===== config.mk =====
export PLATFORM = sky130hd
export DESIGN_NAME = seg7_scan_decoder
export DESIGN_NICKNAME = d
export VERILOG_FILES = /design/src/rtl/seg7_scan_decoder.sv
export SDC_FILE = /design/constraint.sdc
export NUM_CORES = 1
export LEC_CHECK = 0
export ABC_CLOCK_PERIOD_IN_PS = 5600
export BUFFER_PORTS_ARGS = -buffer_cell sky130_fd_sc_hd__buf_2
export CELL_PAD_IN_SITES_DETAIL_PLACEMENT = 0
export CELL_PAD_IN_SITES_GLOBAL_PLACEMENT = 1
export CORE_MARGIN = 5
export CORE_UTILIZATION = 49
export DETAILED_ROUTE_END_ITERATION = 8
export GPL_TIMING_DRIVEN = 0
export MAX_ROUTING_LAYER = met4
export PLACE_DENSITY = 0.87
export SETUP_SLACK_MARGIN = 0.1
export SLEW_MARGIN = 20
export SYNTH_ARGS = -nofsm -noshare
export SYNTH_HDL_FRONTEND = slang
export SYNTH_SLANG_ARGS = --single-unit

===== constraint.sdc =====
create_clock -name clk -period 5.6 [get_ports clk]
set_input_delay 0.28 -clock clk [delete_from_list [all_inputs] [get_ports clk]]
set_output_delay 0.28 -clock clk [all_outputs]
set_load 0.01 [all_outputs]

===== src/rtl/seg7_scan_decoder.sv =====
// Multiplexed 7-segment bus reader: debounces each digit position and stores its BCD value per slot.
// Optional build macro SEG7_ACTIVE_LOW_EN inverts seg and dig_sel at the input register (common-anode boards).
module seg7_scan_decoder #(
    parameter int DIGITS     = 4,
    parameter int STABLE_CNT = 3
) (
    input  logic                  clk,
    input  logic                  rst_n,
    input  logic [6:0]            seg,
    input  logic [DIGITS-1:0]     dig_sel,
    output logic [4*DIGITS-1:0]   bcd_out,
    output logic [DIGITS-1:0]     valid,
    output logic                  upd,
    output logic                  err
);

    typedef enum logic [1:0] {
        S_IDLE  = 2'd0,
        S_COUNT = 2'd1,
        S_HELD  = 2'd2
    } state_t;

    localparam logic [3:0]        CNT_MAX = 4'(STABLE_CNT);
    localparam logic [DIGITS-1:0] SEL_ONE = DIGITS'(1);

    logic [6:0]          r_seg;
    logic [DIGITS-1:0]   r_sel;
    state_t              r_state;
    logic [6:0]          r_lat_seg;
    logic [DIGITS-1:0]   r_lat_sel;
    logic [3:0]          r_cnt;
    logic [4*DIGITS-1:0] r_bcd;
    logic [DIGITS-1:0]   r_valid;
    logic                r_upd;
    logic                r_err;

    state_t              w_state_nxt;
    logic [3:0]          w_cnt_nxt;
    logic [3:0]          w_cnt_inc;
    logic                w_latch;
    logic                w_commit;
    logic                w_onehot;
    logic                w_same;
    logic [3:0]          w_dec;
    logic [3:0]          w_old;
    logic                w_old_valid;

    // Input stage: every comparison below works on these registered copies only.
    // NOTE: sequential state is assigned with <= so all flops update together at the edge.
    always_ff @(posedge clk or negedge rst_n) begin
        if (!rst_n) begin
            r_seg <= '0;
            r_sel <= '0;
        end else begin
`ifdef SEG7_ACTIVE_LOW_EN
            r_seg <= ~seg;
            r_sel <= ~dig_sel;
`else
            r_seg <= seg;
            r_sel <= dig_sel;
`endif
        end
    end

    assign w_onehot = (r_sel != '0) && ((r_sel & (r_sel - SEL_ONE)) == '0);
    assign w_same   = (r_sel == r_lat_sel) && (r_seg == r_lat_seg);
    assign w_cnt_inc = (r_cnt >= CNT_MAX) ? CNT_MAX : r_cnt + 4'd1;

    // NOTE: every combinational output gets a default first so no path can infer a latch.
    always_comb begin
        w_state_nxt = r_state;
        w_cnt_nxt   = r_cnt;
        w_latch     = 1'b0;
        w_commit    = 1'b0;
        unique case (r_state)
            S_IDLE: begin
                if (w_onehot) begin
                    w_latch     = 1'b1;
                    w_cnt_nxt   = 4'd1;
                    w_state_nxt = S_COUNT;
                end
            end
            S_COUNT: begin
                if (!w_onehot) begin
                    w_cnt_nxt   = 4'd0;
                    w_state_nxt = S_IDLE;
                end else if (!w_same) begin
                    w_latch   = 1'b1;
                    w_cnt_nxt = 4'd1;
                end else begin
                    w_cnt_nxt = w_cnt_inc;
                    if (w_cnt_inc == CNT_MAX) begin
                        w_commit    = 1'b1;
                        w_state_nxt = S_HELD;
                    end
                end
            end
            S_HELD: begin
                if (!w_onehot) begin
                    w_cnt_nxt   = 4'd0;
                    w_state_nxt = S_IDLE;
                end else if (!w_same) begin
                    w_latch     = 1'b1;
                    w_cnt_nxt   = 4'd1;
                    w_state_nxt = S_COUNT;
                end
            end
            default: begin
                w_cnt_nxt   = 4'd0;
                w_state_nxt = S_IDLE;
            end
        endcase
    end

    always_ff @(posedge clk or negedge rst_n) begin
        if (!rst_n) begin
            r_state   <= S_IDLE;
            r_cnt     <= '0;
            r_lat_seg <= '0;
            r_lat_sel <= '0;
        end else begin
            r_state <= w_state_nxt;
            r_cnt   <= w_cnt_nxt;
            if (w_latch) begin
                r_lat_seg <= r_seg;
                r_lat_sel <= r_sel;
            end
        end
    end

    // Segment pattern to BCD; anything outside the ten digit shapes, blank included, is 4'hF.
    always_comb begin
        w_dec = 4'hF;
        unique case (r_lat_seg)
            7'b0111111: w_dec = 4'd0;
            7'b0000110: w_dec = 4'd1;
            7'b1011011: w_dec = 4'd2;
            7'b1001111: w_dec = 4'd3;
            7'b1100110: w_dec = 4'd4;
            7'b1101101: w_dec = 4'd5;
            7'b1111101: w_dec = 4'd6;
            7'b0000111: w_dec = 4'd7;
            7'b1111111: w_dec = 4'd8;
            7'b1101111: w_dec = 4'd9;
            default:    w_dec = 4'hF;
        endcase
    end

    always_comb begin
        w_old       = '0;
        w_old_valid = 1'b0;
        for (int k = 0; k < DIGITS; k++) begin
            if (r_lat_sel[k]) begin
                w_old       = r_bcd[4*k +: 4];
                w_old_valid = r_valid[k];
            end
        end
    end

    // NOTE: the per-slot store is a handful of flops, not a RAM, so it is reset like any other state.
    always_ff @(posedge clk or negedge rst_n) begin
        if (!rst_n) begin
            r_bcd   <= '0;
            r_valid <= '0;
            r_upd   <= 1'b0;
            r_err   <= 1'b0;
        end else begin
            r_upd <= 1'b0;
            r_err <= 1'b0;
            if (w_commit) begin
                for (int k = 0; k < DIGITS; k++) begin
                    if (r_lat_sel[k]) begin
                        r_bcd[4*k +: 4] <= w_dec;
                        r_valid[k]      <= 1'b1;
                    end
                end
                r_upd <= (w_dec != w_old) || !w_old_valid;
                r_err <= (w_dec == 4'hF);
            end
        end
    end

    assign bcd_out = r_bcd;
    assign valid   = r_valid;
    assign upd     = r_upd;
    assign err     = r_err;

endmodule


# == Word-level counts from Yosys, hierarchy flattened ==
# Index checks and enable logic that the tools add are counted.
# word_totals
register_bits,50
inputBits,13
output_inout_bits,22
elab_cells,88
# op_classes
reduce_logical,14
eq_ne,21
mux,33
n_bitwise,1
n_addsub,2
n_lt_le_gt_ge,1
# ops
cell,n
7-bit equality test (second input constant),7
4-bit 2-to-1 mux,10
4-bit case mux with 10 select lines,1
7-bit by 3-bit equality test with 1-bit output (second input constant),2
1-bit 2-to-1 mux,13
2-bit 2-to-1 mux,6
4-bit case mux with 3 select lines,1
2-bit AND reduction,5
3-bit != test (second input constant),3
7-bit by 6-bit equality test with 1-bit output (second input constant),1
7-bit equality test,1
2-bit case mux with 3 select lines,1
4-bit by 1-bit adder with 4-bit output (second input constant),1
4-bit AND,1
4-bit by 2-bit equality test with 1-bit output (second input constant),1
4-bit equality test,1
4-bit equality test (second input constant),1
4-bit by 2-bit greater-or-equal comparator with 1-bit output (second input constant),1
4-bit logical NOT,1
4-bit != test,1
4-bit AND reduction,1
4-bit nonzero test,1
4-bit by 1-bit subtractor with 4-bit output (second input constant),1
2-bit by 1-bit equality test with 1-bit output (second input constant),1
other kinds (8),9

# == Depth between registers and ports, before layout ==
# Gate-level depths: netlist (run 1).
# logic_depth
depth_word,8
depth_mapped,8
ltp_nobuf,6

# == Worst setup path after synthesis (run 1) ==
# Ideal clock, no wire load.
# synth_timing
path_kind,register to register
start,register r_cnt[0]
end,register r_bcd[0] (netlist: bcd_out[0])
required_time_ps,5472
n_path_buf,0
path_slack_ps,3467
path_stages_with_launch,6
arrival_ps,2006
synth_period_minus_slack_ps,2133
setup_time_ps,128
cell_sequence,dfrtp_1 > ha_1 > a2111oi_0 > nor3_4 > nand2_2 > mux2_1
# synth_between
elab_chain_cells,8
word_cells_on_any_way,9
cone_classes,add/sub: 1; order compare: 1; eq/ne: 1; mux: 5; reduce/logical: 1
# synth_lines
element,line_no,rtl
from (decl),31,logic [3:0] r_cnt;
from (signal assigned),123,r_cnt <= w_cnt_nxt;
4-bit by 1-bit adder with 4-bit output or 4-bit by 2-bit greater-or-equal comparator with 1-bit output (tied branches),67,assign w_cnt_inc = (r_cnt >= CNT_MAX) ? CNT_MAX : r_cnt + 4'd1;
4-bit 2-to-1 mux *,67,
4-bit by 2-bit equality test with 1-bit output *,92,if (w_cnt_inc == CNT_MAX) begin
1-bit 2-to-1 mux *,92,
1-bit 2-to-1 mux *,87,end else if (!w_same) begin
1-bit 2-to-1 mux *,84,if (!w_onehot) begin
1-bit 2-to-1 mux *,75,unique case (r_state)
2-bit AND reduction (no line) *,--,
"to (signal, indexed assignment)",173,r_bcd[4*k +: 4] <= w_dec;
to (decl),32,logic [4*DIGITS-1:0] r_bcd;
# Every way passes the cells marked *; elsewhere a longest branch is shown, timed or not.
# A chain may end at the register's enable or synchronous reset.

# == Worst setup path in the final report (run 1) ==
# layout_timing
start,register r_cnt[0]
end,register r_bcd[10] (netlist: bcd_out[10])
# The elaborated chain is that of the path after synthesis.

==> impl_metrics.toml, run 1 <==
[layout]
regArea_um2 = 1250
syn_to_final_growth_pct = 16.0
final_nets = 267
final_util = 0.579
final_layout_size_suffix_gt1_frac = 0.284
multi_input_area_um2 = 1180
n_antenna_cell = 0
n_fill_cell = 414

[cts]
cts.sinks = 50
clockBufferDepth = 2
ctsHoldBuffers = 0
cts.repair.resized = 0
cts-root-buf = "clkbuf_8"
cts_made_buffers = 5
cts_tree = "done"
postCtsSetupBuffers = 0
clk_latency_ps = 300
htreeDepth = 2
clk_pin_slew_ps = 90

[synthesis]
ys_warn_count = 0
syn_area_per_cell_um2 = 12.1
synth-edff-count = 0
synth_cell_types = 50
async_flop_share = 1.00
ys_seq_area_frac = 0.498
syn-num-nets = 226
ys.flop_type = "dfrtp_1"
synth_area_um2 = 2510
syn-instance-count = 208
ys_ff_latch = 50

[power]
p_clk_frac = 0.252
comb_power_share = 0.376
p_sw_frac = 0.328
powerDensity_nw_per_um2 = 415
ir_drop_uv = 203
p_sw_w = 0.000398
p_leak_nw = 1.46
seqPwrFrac = 0.372
internal_power_w = 0.000814
finalPower_w = 0.00121

[global_routing]
grt_overflow = 0
grt_antenna_before_repair = 0
use_met2 = 0.245
gr-usage-met1 = 0.205
grt_first_pass_wirelength_mm = 7.78
grt_max_degree = 51
met3_usage = 0.0351
grt_busiest_layer = "met2"
first_global_vias = 1699
grt_usage = 0.156

[setup_path]
cp_data_arrival_time_ps = 2500
cp.required_ps = 5780
r2r_slack_ps = 3280
critPathKind = "flip-flop to flip-flop"
start_kind = "flip-flop"
worstReg2RegStart = "r_cnt[0]$_DFFE_PN0P_"
crit_start = "r_cnt[0]$_DFFE_PN0P_"
endpoint_kind = "flip-flop"
critPathMaxFanout = 5
reg2regPathDepth = 5
rr_endpoint = "bcd_out[10]$_DFFE_PN0P_"

[sta]
drv_slew = 0
fin_worst_skew_ps = 8.63
worst_pin_slew_ps = 943
setup_ws_ps = 3280
post-route-period-util = 0.415
hold_viol = 17
maxSlewHeadroom = 0.355
whs_ps = -9.36
rsz0062_at_grt = "no"
setup_viol = 0
setup_tns_ps = 0
fmax_mhz = 430
finalCriticalPeriod_ps = 2320

[place]
hpwlAfterDp_mm = 3.35
port_buffers = 34
gp_routability_congestion = 0.839
place_ws_ps = 3270

[drt]
antenna_left = 0
drt_iter0_markers = 62
wl_per_cell_um = 14.2
vias = 1675
wirelength_mm = 4.53
drcViolationCount = 0
vias_per_cell = 5.23
drt_pre_antenna_iters = 4

[floorplan]
die_x_um = 81.6
rows = 26
initial_core_util = 0.499
io_pins = 35
dieArea_um2 = 6670
core_region_area_um2 = 5040
die_height_um = 81.6

[status]
status = "finished with violations"
violations = "negative hold slack"

[worst_hold_path]
hold_path.class = "primary input to asynchronous set/reset pin"

[job]
cap_violations = 0
[critical path, stage by stage, from the launching register on]
cell and delay (ps):
dfrtp_1 400, ha_1 310, a2111oi_0 860, nor3_4 110, nand2_2 190, mux2_1 340
[registers in the layout, indices dropped and copies added, names as in the netlist]
| register | cells |
|---|---|
| r_seg | 7 |
| r_lat_seg | 7 |
| valid | 4 |
| err | 1 |
| bcd_out | 16 |
| r_state | 2 |
| upd | 1 |
| r_lat_sel | 4 |
| r_cnt | 4 |
| r_sel | 4 |
[cell usage after synthesis, types with 2 or more instances]
library cell / count / area share
nand3_2: 2 / 0.0080
a31oi_1: 2 / 0.0050
xor2_1: 12 / 0.042
a21oi_1: 9 / 0.018
xnor2_1: 3 / 0.010
nand3_1: 5 / 0.0099
mux2_4: 10 / 0.060
nand2_1: 6 / 0.0090
or3b_1: 2 / 0.0070
ha_1: 5 / 0.025
nor2b_1: 6 / 0.015
a22oi_1: 6 / 0.018
nor3b_1: 2 / 0.0060
nor3_1: 4 / 0.0080
nand2_2: 4 / 0.0099
nor2_1: 6 / 0.0090
a221oi_1: 2 / 0.0070
inv_1: 6 / 0.0090
buf_6: 3 / 0.013
o21ai_0: 2 / 0.0040
dfrtp_1: 50 / 0.50
o22ai_1: 4 / 0.0099
nor4_1: 4 / 0.0099
nand2b_1: 5 / 0.012
mux2_1: 18 / 0.081
and4_1: 2 / 0.0070
buf_2: 5 / 0.0099
[through the flow]
step	cells	area (um^2)
after global routing	320	2920
after floorplan	208	2510
after detailed placement	312	2770
after global placement	312	2770
final	320	2920
after CTS	320	2920
[worst max path at each step]
stage                                    endpoint  slack (ps)  depth (start not counted)
after floorplan            bcd_out[0]$_DFFE_PN0P_        3470                          5
after global placement    bcd_out[10]$_DFFE_PN0P_        3270                          5
after detailed placement  bcd_out[10]$_DFFE_PN0P_        3270                          5
after CTS                 bcd_out[10]$_DFFE_PN0P_        3260                          5
after global routing      bcd_out[10]$_DFFE_PN0P_        3050                          5
final                     bcd_out[10]$_DFFE_PN0P_        3280                          5
[logic make-up after synthesis]
| family | count (synthesis) | share of synthesized area |
|---|---|---|
| XOR/XNOR | 15 | 0.0522 |
| AND/OR/NAND/NOR | 58 | 0.146 |
| buffers and inverters | 15 | 0.0343 |
| flip-flops | 50 | 0.498 |
| AO/OA/AOI/OAI | 35 | 0.0965 |
| adder cells (fa/ha/maj) | 5 | 0.0249 |
| multiplexers | 30 | 0.149 |
[per-layer routing]
layer | vias to the layer above | wire, um
met5 | - | 0
met4 | 0 | 40
met3 | 4 | 242
met2 | 34 | 2100
met1 | 799 | 2140
li1 | 838 | -
[power by group through the flow]
stage	combinational [W]	sequential, W	clock, W
2_1_floorplan	0.000371	0.000449	0
3_3_place_gp	0.000448	0.000456	0
6_report	0.000456	0.000451	0.000305
3_5_place_dp	0.000454	0.000458	0
4_1_cts	0.000457	0.000451	0.000311
5_1_grt	0.000502	0.000458	0.000328
[layout by cell type (no fill, tap or decap), types with 5 or more instances in the layout]
cell type	instances
dfrtp_1	50
ha_1	5
clkbuf_8	6
mux2_1	18
nand2b_1	5
a22oi_1	6
nor2_1	6
buf_2	38
a21oi_1	9
nand3_1	5
xor2_1	12
nand2_1	6
inv_1	6
mux2_4	10
nor2b_1	6
[final cells by class]
type / count / area share
plain buffers: 9 / 0.0219
flip-flops and latches: 50 / 0.429
clock buffers: 6 / 0.0283
multi-input cells: 143 / 0.404
inverters: 6 / 0.00772
repair buffers: 34 / 0.0592
clock inverters: 2 / 0.0206
well taps: 70 / 0.0300
(Power assumes the default switching activity.)
==> inputs of run 2 (changes only) <==
--- a/config.mk
+++ b/config.mk
@@ -5,16 +5,16 @@
 export SDC_FILE = /design/constraint.sdc
 export NUM_CORES = 1
 export LEC_CHECK = 0
-export ABC_CLOCK_PERIOD_IN_PS = 5600
+export ABC_CLOCK_PERIOD_IN_PS = 2110
 export BUFFER_PORTS_ARGS = -buffer_cell sky130_fd_sc_hd__buf_2
 export CELL_PAD_IN_SITES_DETAIL_PLACEMENT = 0
 export CELL_PAD_IN_SITES_GLOBAL_PLACEMENT = 1
 export CORE_MARGIN = 5
-export CORE_UTILIZATION = 49
+export CORE_UTILIZATION = 41
 export DETAILED_ROUTE_END_ITERATION = 8
 export GPL_TIMING_DRIVEN = 0
 export MAX_ROUTING_LAYER = met4
-export PLACE_DENSITY = 0.87
+export PLACE_DENSITY = 0.78
 export SETUP_SLACK_MARGIN = 0.1
 export SLEW_MARGIN = 20
 export SYNTH_ARGS = -nofsm -noshare
==> constraint.sdc (replaced) <==
create_clock -name clk -period 2.11 [get_ports clk]
set_input_delay 0.1055 -clock clk [delete_from_list [all_inputs] [get_ports clk]]
set_output_delay 0.1055 -clock clk [all_outputs]
set_load 0.01 [all_outputs]
==> impl_metrics.toml, run 2 (synthesized netlist as in run 1, its figures left out) <==
[drt]
wirelength_mm = 5.74
vias_per_cell = 5.24
wl_per_cell_um = 16.1
vias = 1866
drt_pre_antenna_iters = 4
drt_iter0_markers = 92
antenna_left = 0
drcViolationCount = 0

[floorplan]
dieArea_um2 = 7800
rows = 28
core_region_area_um2 = 5960
die_height_um = 88.3
initial_core_util = 0.422
io_pins = 35
die_x_um = 88.3

[setup_path]
reg2regPathDepth = 6
endpoint_kind = "flip-flop"
cp_slowest_cell = "dfrtp_2"
cp.required_ps = 2300
r2r_slack_ps = 30
rr_endpoint = "r_lat_seg[0]$_DFFE_PN0P_"
start_kind = "flip-flop"
worstReg2RegStart = "r_sel[2]$_DFF_PN0_"
critPathMaxFanout = 10
cpPeakStageDelay_ps = 470
cp_data_arrival_time_ps = 2270
critPathKind = "flip-flop to flip-flop"
timing.critical_path.cells = "or3b_4 > o211ai_4 > nand2_1 > or3_4 > buf_8 > mux2_4"

[sta]
setup_tns_ps = 0
worst_pin_slew_ps = 633
maxSlewHeadroom = 0.578
drv_slew = 0
fin_worst_skew_ps = 9.06
hold_viol = 0
setup_ws_ps = 32.6
post-route-period-util = 0.985
finalCriticalPeriod_ps = 2080
rsz0062_at_grt = "yes"
setup_viol = 0
fmax_mhz = 481

[place]
gp_routability_congestion = 0.763
dpl_cell_area_um2 = 2780
place_ws_ps = -131
hpwlAfterDp_mm = 3.62
placed_cells = 317
port_buffers = 34

[worst_hold_path]
hold_path.class = "primary input to asynchronous set/reset pin"

[layout]
regArea_um2 = 1260
multi_input_area_um2 = 1440
syn_to_final_growth_pct = 36.7
layout_common_cells = "dfrtp_1, buf_2, mux2_4, buf_4"
n_fill_cell = 518
final_common_cell = "dfrtp_1"
fin_cells = 356
largest_reg_flops = 16
finalInstanceArea_um2 = 3440
n_antenna_cell = 0
final_nets = 299
final_layout_size_suffix_gt1_frac = 0.456

[cts]
htreeDepth = 2
clockBufferDepth = 2
cts_tree = "done"
cts.sinks = 50
clk_latency_ps = 300
cts-root-buf = "clkbuf_8"
clk_pin_slew_ps = 90
cts_made_buffers = 5

[global_routing]
grt_antenna_before_repair = 0
grt_overflow = 0
grt_first_pass_wirelength_mm = 9.29
first_global_vias = 1838
grt_max_degree = 51
grt_usage = 0.157

[power]
powerDensity_nw_per_um2 = 992
ir_drop_uv = 542
p_leak_nw = 1.66

[status]
status = "finished, final reports clean"

[job]
cap_violations = 0
==> run 2: changes by cell type in the layout (fill, tap and decap cells not counted), sizes merged <==
cell,delta
buf,+20
bufinv,-2
clkbuf,-1
clkinvlp,+2
dlygate4sd3,+12
==> run 2: cell type report <==
type | instances | share of cell area
Multi-Input combinational cell | 143 | 0.419
Sequential cell | 50 | 0.366
Timing Repair Buffer | 66 | 0.132
Tap cell | 75 | 0.0273
Buffer | 9 | 0.0247
Clock buffer | 5 | 0.0200
Inverter | 6 | 0.00655
Clock inverter | 2 | 0.00437
==> run 2: routing by layer <==
metal / global-route usage / routed length, um / vias up
met2: 0.253 / 2780 / 39
met5: - / 0 / -
met3: 0.0289 / 255 / 4
met4: 0.0330 / 38 / 0
li1: - / - / 899
met1: 0.208 / 2670 / 924
==> run 2: repair_timing <==
item / 4_1_cts / 5_1_grt
endpoints found under the setup margin: 32 / 37
pin swaps: 9 / 5
gates cloned: 0 / 0
hold endpoints to repair: 11 / 50
buffers inserted: 14 / 6
hold buffers: 11 / 1
resized for setup: 50 / 13
==> run 2: critical path: cells and delay by family (launching register included) <==
| kind | cells | cell delay (ps) |
|---|---|---|
| AND/OR/NAND/NOR | 3 | 920 |
| AO/OA/AOI/OAI | 1 | 110 |
| flip-flops | 1 | 470 |
| buffers and inverters | 1 | 170 |
| multiplexers | 1 | 300 |
==> run 2: power by group <==
| group | internal (W) | total (W) | switching (W) |
|---|---|---|---|
| combinational | 0.000788 | 0.00163 | 0.000843 |
| sequential | 0.00110 | 0.00123 | 0.000135 |
| clock | 0.000227 | 0.000548 | 0.000321 |
==> run 2: how the worst max path moves through the flow <==
stage	start	endpoint	slack, ps	cells after the start
4_1_cts	r_lat_seg[2]$_DFFE_PN0P_	r_cnt[1]$_DFFE_PN0P_	-2	7
6_report	r_sel[2]$_DFF_PN0_	r_lat_seg[0]$_DFFE_PN0P_	30	6
2_1_floorplan	r_cnt[0]$_DFFE_PN0P_	bcd_out[0]$_DFFE_PN0P_	110	5
3_5_place_dp	r_lat_seg[6]$_DFFE_PN0P_	bcd_out[9]$_DFFE_PN0P_	-130	7
5_1_grt	r_sel[2]$_DFF_PN0_	r_lat_seg[1]$_DFFE_PN0P_	-70	7
3_3_place_gp	r_lat_seg[4]$_DFFE_PN0P_	upd$_DFF_PN0_	-100	6
==> run 2: metrics by stage <==
stage | hold slack [ps] | util | power [W]
floorplan | -190 | - | 0.00218
global placement | 214 | 0.467 | 0.00242
CTS | 42.4 | 0.557 | 0.00332
detailed placement | 215 | 0.467 | 0.00244
global route | 425 | 0.577 | 0.00361
finish | 365 | 0.577 | 0.00341
